$ cat src/rtl/vga_ctrl_must_if.sv
// vga_ctrl_must_if: signal bundle between the VGA timing controller, the
// combinational picture generator and the board VGA pins.
//   pix_data    : RGB565 from the picture generator for (pix_x, pix_y)
//   pix_x/pix_y : requested column/row, 10'h3FF when no request
//   hsync/vsync : active-low sync pulses
//   rgb         : registered pixel to the DAC, zero outside active video
//   frame_start : one-cycle pulse at counter position (0,0)
//   frame_cnt   : completed-frame counter
// master = timing controller side, slave = generator/consumer side.
interface vga_ctrl_must_if;
  logic [15:0] pix_data;
  logic [9:0]  pix_x;
  logic [9:0]  pix_y;
  logic        hsync;
  logic        vsync;
  logic [15:0] rgb;
  logic        frame_start;
  logic [7:0]  frame_cnt;

  modport master (
    input  pix_data,
    output pix_x, pix_y, hsync, vsync, rgb, frame_start, frame_cnt
  );

  modport slave (
    output pix_data,
    input  pix_x, pix_y, hsync, vsync, rgb, frame_start, frame_cnt
  );
endinterface

$ cat src/rtl/vga_ctrl_must.sv
// vga_ctrl_must: 640x480@60 Hz VGA timing controller.
// Generates horizontal/vertical counters, active-low syncs and pixel request
// coordinates, registers the returned pixel into the active window and blanks
// it elsewhere. Provides a frame pulse and a completed-frame counter.
// Ports:
//   vga_clk   : pixel clock, the only clock
//   sys_rst_n : asynchronous active-low reset
//   vga_if    : vga_ctrl_must_if.master (pix_data in; pix_x, pix_y, hsync,
//               vsync, rgb, frame_start, frame_cnt out)
// Build option: define VGA_BORDER_EN to force a one-pixel red border
// (16'hF800) around the active picture.
module vga_ctrl_must #(
  parameter int unsigned H_SYNC  = 96,
  parameter int unsigned H_BACK  = 48,
  parameter int unsigned H_VALID = 640,
  parameter int unsigned H_FRONT = 16,
  parameter int unsigned V_SYNC  = 2,
  parameter int unsigned V_BACK  = 33,
  parameter int unsigned V_VALID = 480,
  parameter int unsigned V_FRONT = 10
) (
  input  logic              vga_clk,
  input  logic              sys_rst_n,
  vga_ctrl_must_if.master   vga_if
);

  localparam int unsigned H_TOTAL = H_SYNC + H_BACK + H_VALID + H_FRONT;
  localparam int unsigned V_TOTAL = V_SYNC + V_BACK + V_VALID + V_FRONT;
  localparam int unsigned H_ACT   = H_SYNC + H_BACK;
  localparam int unsigned V_ACT   = V_SYNC + V_BACK;

  localparam logic [9:0] HLast    = 10'(H_TOTAL - 1);
  localparam logic [9:0] VLast    = 10'(V_TOTAL - 1);
  localparam logic [9:0] HSyncEnd = 10'(H_SYNC);
  localparam logic [9:0] VSyncEnd = 10'(V_SYNC);
  // Request runs one clock ahead of display to cover the rgb register.
  localparam logic [9:0] HReqLo   = 10'(H_ACT - 1);
  localparam logic [9:0] HReqHi   = 10'(H_ACT + H_VALID - 2);
  localparam logic [9:0] VReqLo   = 10'(V_ACT);
  localparam logic [9:0] VReqHi   = 10'(V_ACT + V_VALID - 1);
`ifdef VGA_BORDER_EN
  localparam logic [9:0] XLast    = 10'(H_VALID - 1);
  localparam logic [9:0] YLast    = 10'(V_VALID - 1);
`endif

  logic [9:0]  cnt_h_q, cnt_h_d;
  logic [9:0]  cnt_v_q, cnt_v_d;
  logic [15:0] rgb_q, rgb_d;
  logic        frame_start_q, frame_start_d;
  logic [7:0]  frame_cnt_q, frame_cnt_d;

  logic        line_end;
  logic        frame_end;
  logic        pix_req;
  logic [9:0]  pix_x;
  logic [9:0]  pix_y;

  always_ff @(posedge vga_clk or negedge sys_rst_n) begin
    if (!sys_rst_n) begin
      cnt_h_q       <= '0;
      cnt_v_q       <= '0;
      rgb_q         <= '0;
      frame_start_q <= 1'b0;
      frame_cnt_q   <= '0;
    end else begin
      cnt_h_q       <= cnt_h_d;
      cnt_v_q       <= cnt_v_d;
      rgb_q         <= rgb_d;
      frame_start_q <= frame_start_d;
      frame_cnt_q   <= frame_cnt_d;
    end
  end

  always_comb begin
    line_end  = (cnt_h_q == HLast);
    frame_end = line_end && (cnt_v_q == VLast);

    cnt_h_d = line_end ? 10'd0 : cnt_h_q + 10'd1;
    cnt_v_d = cnt_v_q;
    if (line_end) begin
      cnt_v_d = (cnt_v_q == VLast) ? 10'd0 : cnt_v_q + 10'd1;
    end

    pix_req = (cnt_h_q >= HReqLo) && (cnt_h_q <= HReqHi) &&
              (cnt_v_q >= VReqLo) && (cnt_v_q <= VReqHi);
    pix_x   = pix_req ? (cnt_h_q - HReqLo) : 10'h3FF;
    pix_y   = pix_req ? (cnt_v_q - VReqLo) : 10'h3FF;

    rgb_d = 16'h0000;
    if (pix_req) begin
      rgb_d = vga_if.pix_data;
`ifdef VGA_BORDER_EN
      if ((pix_x == 10'd0) || (pix_x == XLast) || (pix_y == 10'd0) || (pix_y == YLast)) begin
        rgb_d = 16'hF800;
      end
`endif
    end

    // Pulse lands on the edge that wraps both counters, i.e. during (0,0).
    frame_start_d = frame_end;
    frame_cnt_d   = frame_cnt_q + 8'(frame_end);
  end

  always_comb begin
    vga_if.pix_x       = pix_x;
    vga_if.pix_y       = pix_y;
    vga_if.hsync       = (cnt_h_q >= HSyncEnd);
    vga_if.vsync       = (cnt_v_q >= VSyncEnd);
    vga_if.rgb         = rgb_q;
    vga_if.frame_start = frame_start_q;
    vga_if.frame_cnt   = frame_cnt_q;
  end

endmodule

$ cat src/flat_wrapper.sv
// flat-port wrapper written by rule: the top's interface ports become plain ports
module vga_ctrl_must_flat 
#(
  parameter int unsigned H_SYNC  = 96,
  parameter int unsigned H_BACK  = 48,
  parameter int unsigned H_VALID = 640,
  parameter int unsigned H_FRONT = 16,
  parameter int unsigned V_SYNC  = 2,
  parameter int unsigned V_BACK  = 33,
  parameter int unsigned V_VALID = 480,
  parameter int unsigned V_FRONT = 10
)
  (vga_clk, sys_rst_n, vga_if_pix_data, vga_if_pix_x, vga_if_pix_y, vga_if_hsync, vga_if_vsync, vga_if_rgb, vga_if_frame_start, vga_if_frame_cnt);
  vga_ctrl_must_if vga_if_i ();
  input  logic vga_clk;
  input  logic sys_rst_n;
  input wire logic [$bits(vga_if_i.pix_data)-1:0] vga_if_pix_data;
  output wire logic [$bits(vga_if_i.pix_x)-1:0] vga_if_pix_x;
  output wire logic [$bits(vga_if_i.pix_y)-1:0] vga_if_pix_y;
  output wire logic [$bits(vga_if_i.hsync)-1:0] vga_if_hsync;
  output wire logic [$bits(vga_if_i.vsync)-1:0] vga_if_vsync;
  output wire logic [$bits(vga_if_i.rgb)-1:0] vga_if_rgb;
  output wire logic [$bits(vga_if_i.frame_start)-1:0] vga_if_frame_start;
  output wire logic [$bits(vga_if_i.frame_cnt)-1:0] vga_if_frame_cnt;
  assign vga_if_i.pix_data = vga_if_pix_data;
  assign vga_if_pix_x = vga_if_i.pix_x;
  assign vga_if_pix_y = vga_if_i.pix_y;
  assign vga_if_hsync = vga_if_i.hsync;
  assign vga_if_vsync = vga_if_i.vsync;
  assign vga_if_rgb = vga_if_i.rgb;
  assign vga_if_frame_start = vga_if_i.frame_start;
  assign vga_if_frame_cnt = vga_if_i.frame_cnt;
  vga_ctrl_must #(.H_SYNC(H_SYNC), .H_BACK(H_BACK), .H_VALID(H_VALID), .H_FRONT(H_FRONT), .V_SYNC(V_SYNC), .V_BACK(V_BACK), .V_VALID(V_VALID), .V_FRONT(V_FRONT)) u_core (.vga_clk(vga_clk), .sys_rst_n(sys_rst_n), .vga_if(vga_if_i));
endmodule
$ cat config.mk
export PLATFORM = sky130hd
export DESIGN_NAME = vga_ctrl_must_flat
export DESIGN_NICKNAME = d
export VERILOG_FILES = /design/src/rtl/vga_ctrl_must_if.sv /design/src/rtl/vga_ctrl_must.sv /design/src/flat_wrapper.sv
export SDC_FILE = /design/constraint.sdc
export NUM_CORES = 1
export LEC_CHECK = 0
export CAP_MARGIN = 30
export CORE_MARGIN = 2
export CORE_UTILIZATION = 30
export CTS_CLUSTER_SIZE = 14
export DETAILED_ROUTE_END_ITERATION = 12
export GPL_ROUTABILITY_DRIVEN = 1
export PLACE_DENSITY = 0.64
export SLEW_MARGIN = 25
export SYNTH_ARGS = -nofsm -noshare
export SYNTH_HDL_FRONTEND = slang
export SYNTH_SLANG_ARGS = --single-unit
$ cat constraint.sdc
create_clock -name vga_clk -period 3.2 [get_ports vga_clk]
set_input_delay 0.48 -clock vga_clk [delete_from_list [all_inputs] [get_ports vga_clk]]
set_output_delay 0.48 -clock vga_clk [all_outputs]
set_load 0.02 [all_outputs]
# Word level (Yosys, flattened, before mapping)
# Index checks and enable logic that the tools add are counted.
dict set report totals {
  wordCells 27
  inputBits 18
  register_bits 45
  output_inout_bits 47
}
dict set report classes {
  muxes 5
  n_addsub 5
  reduce_logical 4
  n_lt_le_gt_ge 6
  n_eq_ne 2
}
# cell count
set ops {}
lappend ops {{10-bit two-way mux} 4}
lappend ops {{10-bit by 1-bit adder with 10-bit output, second input constant} 2}
lappend ops {{10-bit equality test, second input constant} 2}
lappend ops {{10-bit <= comparator, second input constant} 2}
lappend ops {{16-bit two-way mux} 1}
lappend ops {{10-bit by 2-bit >= comparator with 1-bit output, second input constant} 1}
lappend ops {{10-bit by 6-bit >= comparator with 1-bit output, second input constant} 1}
lappend ops {{10-bit by 7-bit >= comparator with 1-bit output, second input constant} 1}
lappend ops {{10-bit by 8-bit >= comparator with 1-bit output, second input constant} 1}
lappend ops {{10-bit by 6-bit subtractor with 10-bit output, second input constant} 1}
lappend ops {{10-bit by 8-bit subtractor with 10-bit output, second input constant} 1}
lappend ops {{8-bit by 1-bit adder with 8-bit output} 1}
lappend ops {{1-bit logical AND} 4}

# Depth between registers and ports, before layout
# Gate-level depths: netlist of run 1.
dict set report logic_depth {
  word_depth 5
  depth_mapped 11
  mapped_depth_nobuf 10
}

# Least setup slack after synthesis of run 1
# OpenSTA, ideal clock, no wires.
dict set report synth_path {
  path_type {register to output}
  startpoint {register u_core.cnt_v_q[1]}
  endpoint {output vga_if_pix_x[2]}
  stages_incl_launch_ff 6
  path_slack_ps 745
  n_path_buf 0
  required_time_ps 2720
  t_arrival_ps 1975
  cell_sequence {dfrtp_1 ha_1 o41ai_1 and3_1 a21oi_1 or4b_2}
}
dict set report synth_between {
  elab_chain_len 4
  elab_cells_between_ends 5
  classes_between {order compare (2); mux (1); reduce/logical (2)}
}
# item line
set synth_rtl {}
lappend synth_rtl {{start: declaration} vga_ctrl_must.sv:47} ;# logic [9:0] cnt_v_q, cnt_v_d;
lappend synth_rtl {{start signal: assignment} vga_ctrl_must.sv:67} ;# cnt_v_q <= cnt_v_d;
lappend synth_rtl {{10-bit by 6-bit >= comparator with 1-bit output} vga_ctrl_must.sv:85} ;# (cnt_v_q >= VReqLo) && (cnt_v_q <= VReqHi);
lappend synth_rtl {{1-bit logical AND} vga_ctrl_must.sv:84} ;# pix_req = (cnt_h_q >= HReqLo) && (cnt_h_q <= HReqHi) &&
lappend synth_rtl {{1-bit logical AND *} vga_ctrl_must.sv:85}
lappend synth_rtl {{10-bit two-way mux *} vga_ctrl_must.sv:86} ;# pix_x = pix_req ? (cnt_h_q - HReqLo) : 10'h3FF;
lappend synth_rtl {{end: declaration} flat_wrapper.sv:18} ;# output wire logic [$bits(vga_if_i.pix_x)-1:0] vga_if_pix_x;
# Mark *: on every way between the ends. The rest lies on a longest branch, timed or not.

# Worst setup path after layout of run 1
dict set report layout_path {
  startpoint {register u_core.cnt_v_q[0]}
  endpoint {output vga_if_pix_x[1]}
}
# The elaborated chain is that of the path after synthesis.

==> results of run 1 <==
what timing repair did:
action / 4_1_cts / 5_1_grt
gates resized for setup: 5 / 10
setup buffers: 0 / 1
setup endpoints to repair: 12 / 12
logic make-up (layout without fill, tap and decap cells):
| family | count (synthesis) | in the layout | synth area share [%] |
|---|---|---|---|
| simple gates | 98 | 98 | 23.7 |
| flops | 45 | 45 | 47.5 |
| fa+ha+maj | 7 | 7 | 3.70 |
| buf+inv | 23 | 91 | 4.44 |
| compound gates | 33 | 33 | 11.0 |
| xor+xnor | 26 | 26 | 9.61 |
per-layer routing:
metal	GRT usage (%)	part of all wire, %	up-vias	wire length, microns
li1	-	-	939	-
met2	20.7	47	57	2560
met4	3.92	1.0	0	55
met1	17.5	46	916	2480
met5	0	0	-	0
met3	3.34	5.7	4	310
how the worst max path moves through the flow:
stage                       from               to  slack [ns]  cells past startpoint
6_report       u_core.cnt_v_q[0]  vga_if_pix_x[1]        0.12                      7
3_5_place_dp   u_core.cnt_v_q[0]  vga_if_pix_x[2]        0.27                      6
3_3_place_gp   u_core.cnt_v_q[0]  vga_if_pix_x[2]        0.31                      6
5_1_grt        u_core.cnt_h_q[0]  vga_if_pix_x[4]      0.0005                      8
4_1_cts        u_core.cnt_v_q[0]  vga_if_pix_y[0]        0.05                      7
2_1_floorplan  u_core.cnt_v_q[1]  vga_if_pix_x[2]        0.74                      5
sequential cells by signal, summed over array words and instances, names as in the netlist:
register                   cells
u_core.cnt_v_q                10
u_core.cnt_h_q                10
u_core.vga_if.rgb             16
u_core.vga_if.frame_start      1
u_core.vga_if.frame_cnt        8
cell usage in the layout (no fill, tap or decap), drive strengths merged, types with 3 or more instances in the layout:
| cell | netlist | routed |
|---|---|---|
| a21o | 3 | 3 |
| a21oi | 8 | 8 |
| a31oi | 4 | 4 |
| and2 | 18 | 18 |
| and3 | 5 | 5 |
| and4 | 5 | 5 |
| buf | 11 | 13 |
| clkbuf | 5 | 6 |
| clkdlybuf4s50 | 0 | 55 |
| dfrtp | 45 | 45 |
| dlymetal6s2s | 0 | 7 |
| ha | 7 | 7 |
| inv | 7 | 7 |
| nand2 | 25 | 25 |
| nand3 | 12 | 12 |
| nand4 | 5 | 5 |
| nor2 | 7 | 7 |
| nor3 | 8 | 8 |
| o21ai | 8 | 8 |
| xnor2 | 15 | 15 |
| xor2 | 11 | 11 |
report_power, final:
group	internal (W)	switching [W]
combinational	0.0000197	0.0000135
clock	0.000235	0.000202
sequential	0.000568	0
total	0.000822	0.000215
area by class of cell:
cell class	instances	area, sq um	share of cell area (%)
clock buffer	6	72.6	2.19
clock inverter	2	38.8	1.17
inverter	7	26.3	0.794
multi-input combinational	164	1150	34.9
sequential	45	1130	34.2
tap	102	128	3.86
timing repair buffer	76	758	22.9
through the flow:
step	hold WS, ns	std cells	cell area, sq um
2_1_floorplan	0.184	232	2370
4_1_cts	0.134	401	3280
5_1_grt	0.143	402	3310
6_report	0.115	402	3310
3_5_place_dp	0.469	393	3150
3_3_place_gp	0.462	392	3130
==> qor.csv, run 1 <==
stage,metric,value,unit
status,outcome,"finished, final reports clean",
cells_and_area,synthesis-to-layout area growth,39.7,%
setup_path,slowest CP cell,clkdlybuf4s50_1,
sta,RSZ-0062 raised after global routing,no,
yosys,Commonest cells post-synth,"dfrtp_1 (45), nand2_1 (25), and2_1 (18)",
sta,worst-margin pin slew,0.457,ns
setup_path,critical path startpoint category,flop,
yosys,dominant cell type by area after synthesis,dfrtp_1,
sta,Slew Limit Headroom,69.1,%
sta,Final WS setup,0.122,ns
sta,final worst-path cycle share,96.2,%
drt,vias,1916,
yosys,YS warnings,0,
global_route,global-route wire length before repair,8.95,mm
die,die area,8630,sq um
setup_path,R2R Setup Slk,0.68,ns
setup_path,slowest cell delay on critical path,0.60,ns
min_path,Tightest Hold Check Type,in2async,
setup_path,FF-to-FF path depth,9,
cells_and_area,# diodes,0,
cells_and_area,layout cells sized above 1,10.3,%
global_route,Congestion Overflow GR,0,
drt,DR vias/cell,4.77,
cts,"Reg clk slew, reported paths",0.10,ns
placed_design,port bufs,64,
yosys,register area share after synthesis,47.5,%
global_route,total track usage,13.0,%
setup_path,Setup Crit Path Kind,reg2out,
yosys,largest cells by area after synthesis,"dfrtp_1 (48%), xnor2_1 (5.5%), and2_1 (4.8%)",
cts,Post-CTS Hold Buffers,0,
power,PD cells,313,nW/um^2
cts,root buffer cell,clkbuf_8,
drt,DRT Wirelength,5.41,mm
setup_path,reg2reg start,u_core.cnt_v_q[5],
global_route,vias in the first global route,1835,
cts,TritonCTS Buffers,5,
sta,clk_skew,0.0125,ns
yosys,Syn Nets,257,
drt,Pre-Repair DR Iteration Count,4,
yosys,register bit total from synthesis,45,
sta,Final setup viols,0,
cts,worst-skew pair later-pin latency,0.30,ns
global_route,initial antenna violation count,0,
cts,H-Tree Depth,2,
die,core area,7690,sq um
yosys,top-count cell post-synth,dfrtp_1,
setup_path,Worst setup EP type,output port,
cts,Clock Sinks,45,
power,VDD IR max,0.134,mV
power,total power,0.00104,W
setup_path,crit path DAT,2.60,ns
die,Initial Utilization,30.8,%
global_route,largest net degree at the start of global routing,27,
setup_path,WP buf/inv,2,
drt,DRC,0,
yosys,Post-Synthesis Cells,232,
setup_path,Worst path top cell family by delay,buffers and inverters,
sta,Slew Limit Fails,0,
cts,CTS tree,done,
run,max-cap violations,0,
drt,"antenna viol nets, final",0,
cells_and_area,Total Nets Final,324,
yosys,"EDFF count, synth",0,
yosys,Yosys cell types,42,
setup_path,reg2reg end,u_core.vga_if.frame_cnt[6],
yosys,ys flop type,dfrtp_1,
yosys,Synth Area per Inst,10.2,sq um
cts,clock buffer depth,2,
drt,initial DRC count,50,
placed_design,Final Wtd Congestion,0.866,
placed_design,HPWL after DPL,3.90,mm
setup_path,WP data required,2.72,ns
sta,fmax,0.325,GHz
die,Die W,92.9,microns
cells_and_area,post-layout util,43.1,%
yosys,"Cell Area, Synth",2370,sq um
yosys,async set or reset register ratio after synthesis,100,%
die,Cell Rows,32,
sta,TNS Setup,0,ns
yosys,post-synth top area share,47.5,%
die,die height,92.9,microns
setup_path,Crit Path Max Fanout,22,
cells_and_area,filler cell count,761,
die,I/O pins,65,
placed_design,post-placement setup slack,0.275,ns
sta,min Tclk post-route,3.08,ns
setup_path,critical-path cell list,ha_1 -> o41ai_1 -> and3_1 -> a2111oi_4 -> buf_6 -> nand2b_1 -> clkdlybuf4s50_1,
power,leakage,1.41,nW
drt,wire length per cell,13.4,microns
sta,final hold vios,0,
Power figures use the tool's default switching activity.
==> run 2: changes to the inputs <==
CORE_MARGIN = 1.5   (was 2)
SKIP_CTS_REPAIR_TIMING = 1   (was not set)
==> qor.csv, run 2 (synthesis results as in run 1) <==
stage,metric,value,unit,change
status,outcome,"finished, final reports clean",,
sta,Slew Limit Fails,0,,unchanged
global_route,largest net degree at the start of global routing,46,,+70%
sta,min Tclk post-route,3.08,ns,-0.000827 ns
power,leakage,1.41,nW,-0.56%
cells_and_area,"commonest non-fill, non-tap cells in the layout","clkdlybuf4s50_1 (60), dfrtp_1 (40), nand2_1 (25), and2_1 (18), xnor2_1 (15)",,
cells_and_area,post-layout util,42.6,%,-0.44 points
sta,clk_skew,0.00962,ns,-0.00292 ns
placed_design,Final Wtd Congestion,0.859,,-0.79%
cells_and_area,# diodes,0,,unchanged
die,Cell Rows,32,,unchanged
cells_and_area,"most common cell after layout, fill and taps aside",clkdlybuf4s50_1,,
global_route,initial antenna violation count,0,,unchanged
cells_and_area,storage element area,1130,sq um,+0.11%
global_route,Congestion Overflow GR,0,,unchanged
drt,wire length per cell,13.6,microns,+1.3%
cts,clock buffer depth,2,,unchanged
cells_and_area,area of the multi-input gates,1150,sq um,-0.33%
setup_path,Crit Path Max Fanout,11,,-50%
cts,CTS tree,done,,
sta,Slew Limit Headroom,60.9,%,-8.2 points
cells_and_area,max reg flops,16,,unchanged
global_route,total track usage,13.1,%,+0.12 points
die,Die W,91.9,microns,-1.1%
die,die area,8440,sq um,-2.1%
cts,root buffer cell,clkbuf_8,,
drt,vias,1915,,-0.052%
sta,final worst-path cycle share,96.2,%,about the same
die,die height,91.9,microns,-1.1%
placed_design,port bufs,64,,unchanged
cells_and_area,synthesis-to-layout area growth,38.2,%,
drt,DRC,0,,unchanged
cts,"Reg clk slew, reported paths",0.09,ns,about the same
cells_and_area,Total Nets Final,324,,unchanged
setup_path,WP data required,2.72,ns,about the same
placed_design,HPWL after DPL,3.88,mm,-0.71%
min_path,Tightest Hold Check Type,in2async,,
die,Initial Utilization,30.8,%,unchanged
sta,worst hold slack,0.171,ns,+0.0563 ns
sta,RSZ-0062 raised after global routing,no,,
placed_design,Placed Area,3150,sq um,about the same
power,PD cells,298,nW/um^2,-4.8%
cts,TritonCTS Buffers,5,,unchanged
cells_and_area,filler cell count,774,,+1.7%
drt,"antenna viol nets, final",0,,unchanged
die,I/O pins,65,,unchanged
drt,DR vias/cell,4.76,,about the same
cts,worst-skew pair later-pin latency,0.30,ns,about the same
cts,H-Tree Depth,2,,unchanged
sta,fmax,0.325,GHz,about the same
cts,Clock Sinks,45,,unchanged
die,core area,7690,sq um,unchanged
sta,Final setup viols,0,,unchanged
sta,worst-margin pin slew,0.587,ns,+0.129 ns
drt,Pre-Repair DR Iteration Count,4,,unchanged
global_route,global-route wire length before repair,8.78,mm,-1.9%
setup_path,Worst setup EP type,output port,,
cells_and_area,layout cells sized above 1,11.0,%,+0.67 points
sta,final hold vios,0,,unchanged
sta,Final WS setup,0.123,ns,+0.000827 ns
drt,initial DRC count,51,,+2.0%
global_route,vias in the first global route,1810,,-1.4%
drt,DRT Wirelength,5.48,mm,+1.3%
power,VDD IR max,0.168,mV,+26%
run,max-cap violations,0,,unchanged
setup_path,crit path DAT,2.60,ns,about the same
setup_path,critical path startpoint category,flop,,
sta,TNS Setup,0,ns,unchanged
placed_design,post-placement setup slack,0.273,ns,-0.00211 ns
cells_and_area,"Design Area, Final",3280,sq um,-1.0%
setup_path,Setup Crit Path Kind,reg2out,,
==> run 2: cell type report <==
type / instances / area share (%)
inverter: 7 / 0.802
sequential: 45 / 34.6
clock buffer: 6 / 2.52
tap: 102 / 3.90
multi-input combinational: 164 / 35.1
clock inverter: 2 / 0.497
timing repair buffer: 76 / 22.6
==> run 2: power by group <==
group	switching [W]	internal (W)	total [W]	leakage, nW
registers	0	0.000568	0.000568	0.608
clock network	0.000201	0.000178	0.000379	0.0478
logic	0.0000127	0.0000176	0.0000303	0.750
==> run 2: worst max-delay path, cell delays in order (launching register included) <==
cell and delay (ns):
dfrtp_2 0.49, ha_1 0.24, o41ai_1 0.35, and3_2 0.30, a2111oi_4 0.05, buf_4 0.20
nand2_1 0.07, clkdlybuf4s50_1 0.61
==> run 2: per-layer routing <==
| metal | wire (microns) | GRT usage (%) | up-vias |
|---|---|---|---|
| li1 | - | - | 935 |
| met1 | 2490 | 17.0 | 924 |
| met2 | 2710 | 21.9 | 51 |
| met3 | 223 | 2.99 | 5 |
| met4 | 57 | 3.97 | 0 |
| met5 | 0 | 0 | - |
==> run 2: path summary, 6_finish.rpt <==
kind	startpoint	end	slack, ns	cells past startpoint
worst min-delay path	sys_rst_n	u_core.cnt_h_q[6]	0.17	1
max in group asynchronous	sys_rst_n	u_core.cnt_v_q[1]	2.59	1
worst max register to register	u_core.cnt_v_q[5]	u_core.vga_if.frame_cnt[6]	0.64	9
worst min register to register	u_core.vga_if.frame_cnt[7]	u_core.vga_if.frame_cnt[7]	0.47	1
min in group vga_clk	u_core.vga_if.frame_cnt[7]	u_core.vga_if.frame_cnt[7]	0.47	1
worst max-delay path	u_core.cnt_v_q[0]	vga_if_pix_x[0]	0.12	7
==> run 2: stage by stage <==
stage / cells / power, W
finish: 402 / 0.000978
global route: 402 / 0.00102
CTS: 402 / 0.000997
detailed placement: 394 / 0.000611
global placement: 394 / 0.000611
floorplan: 232 / 0.000580
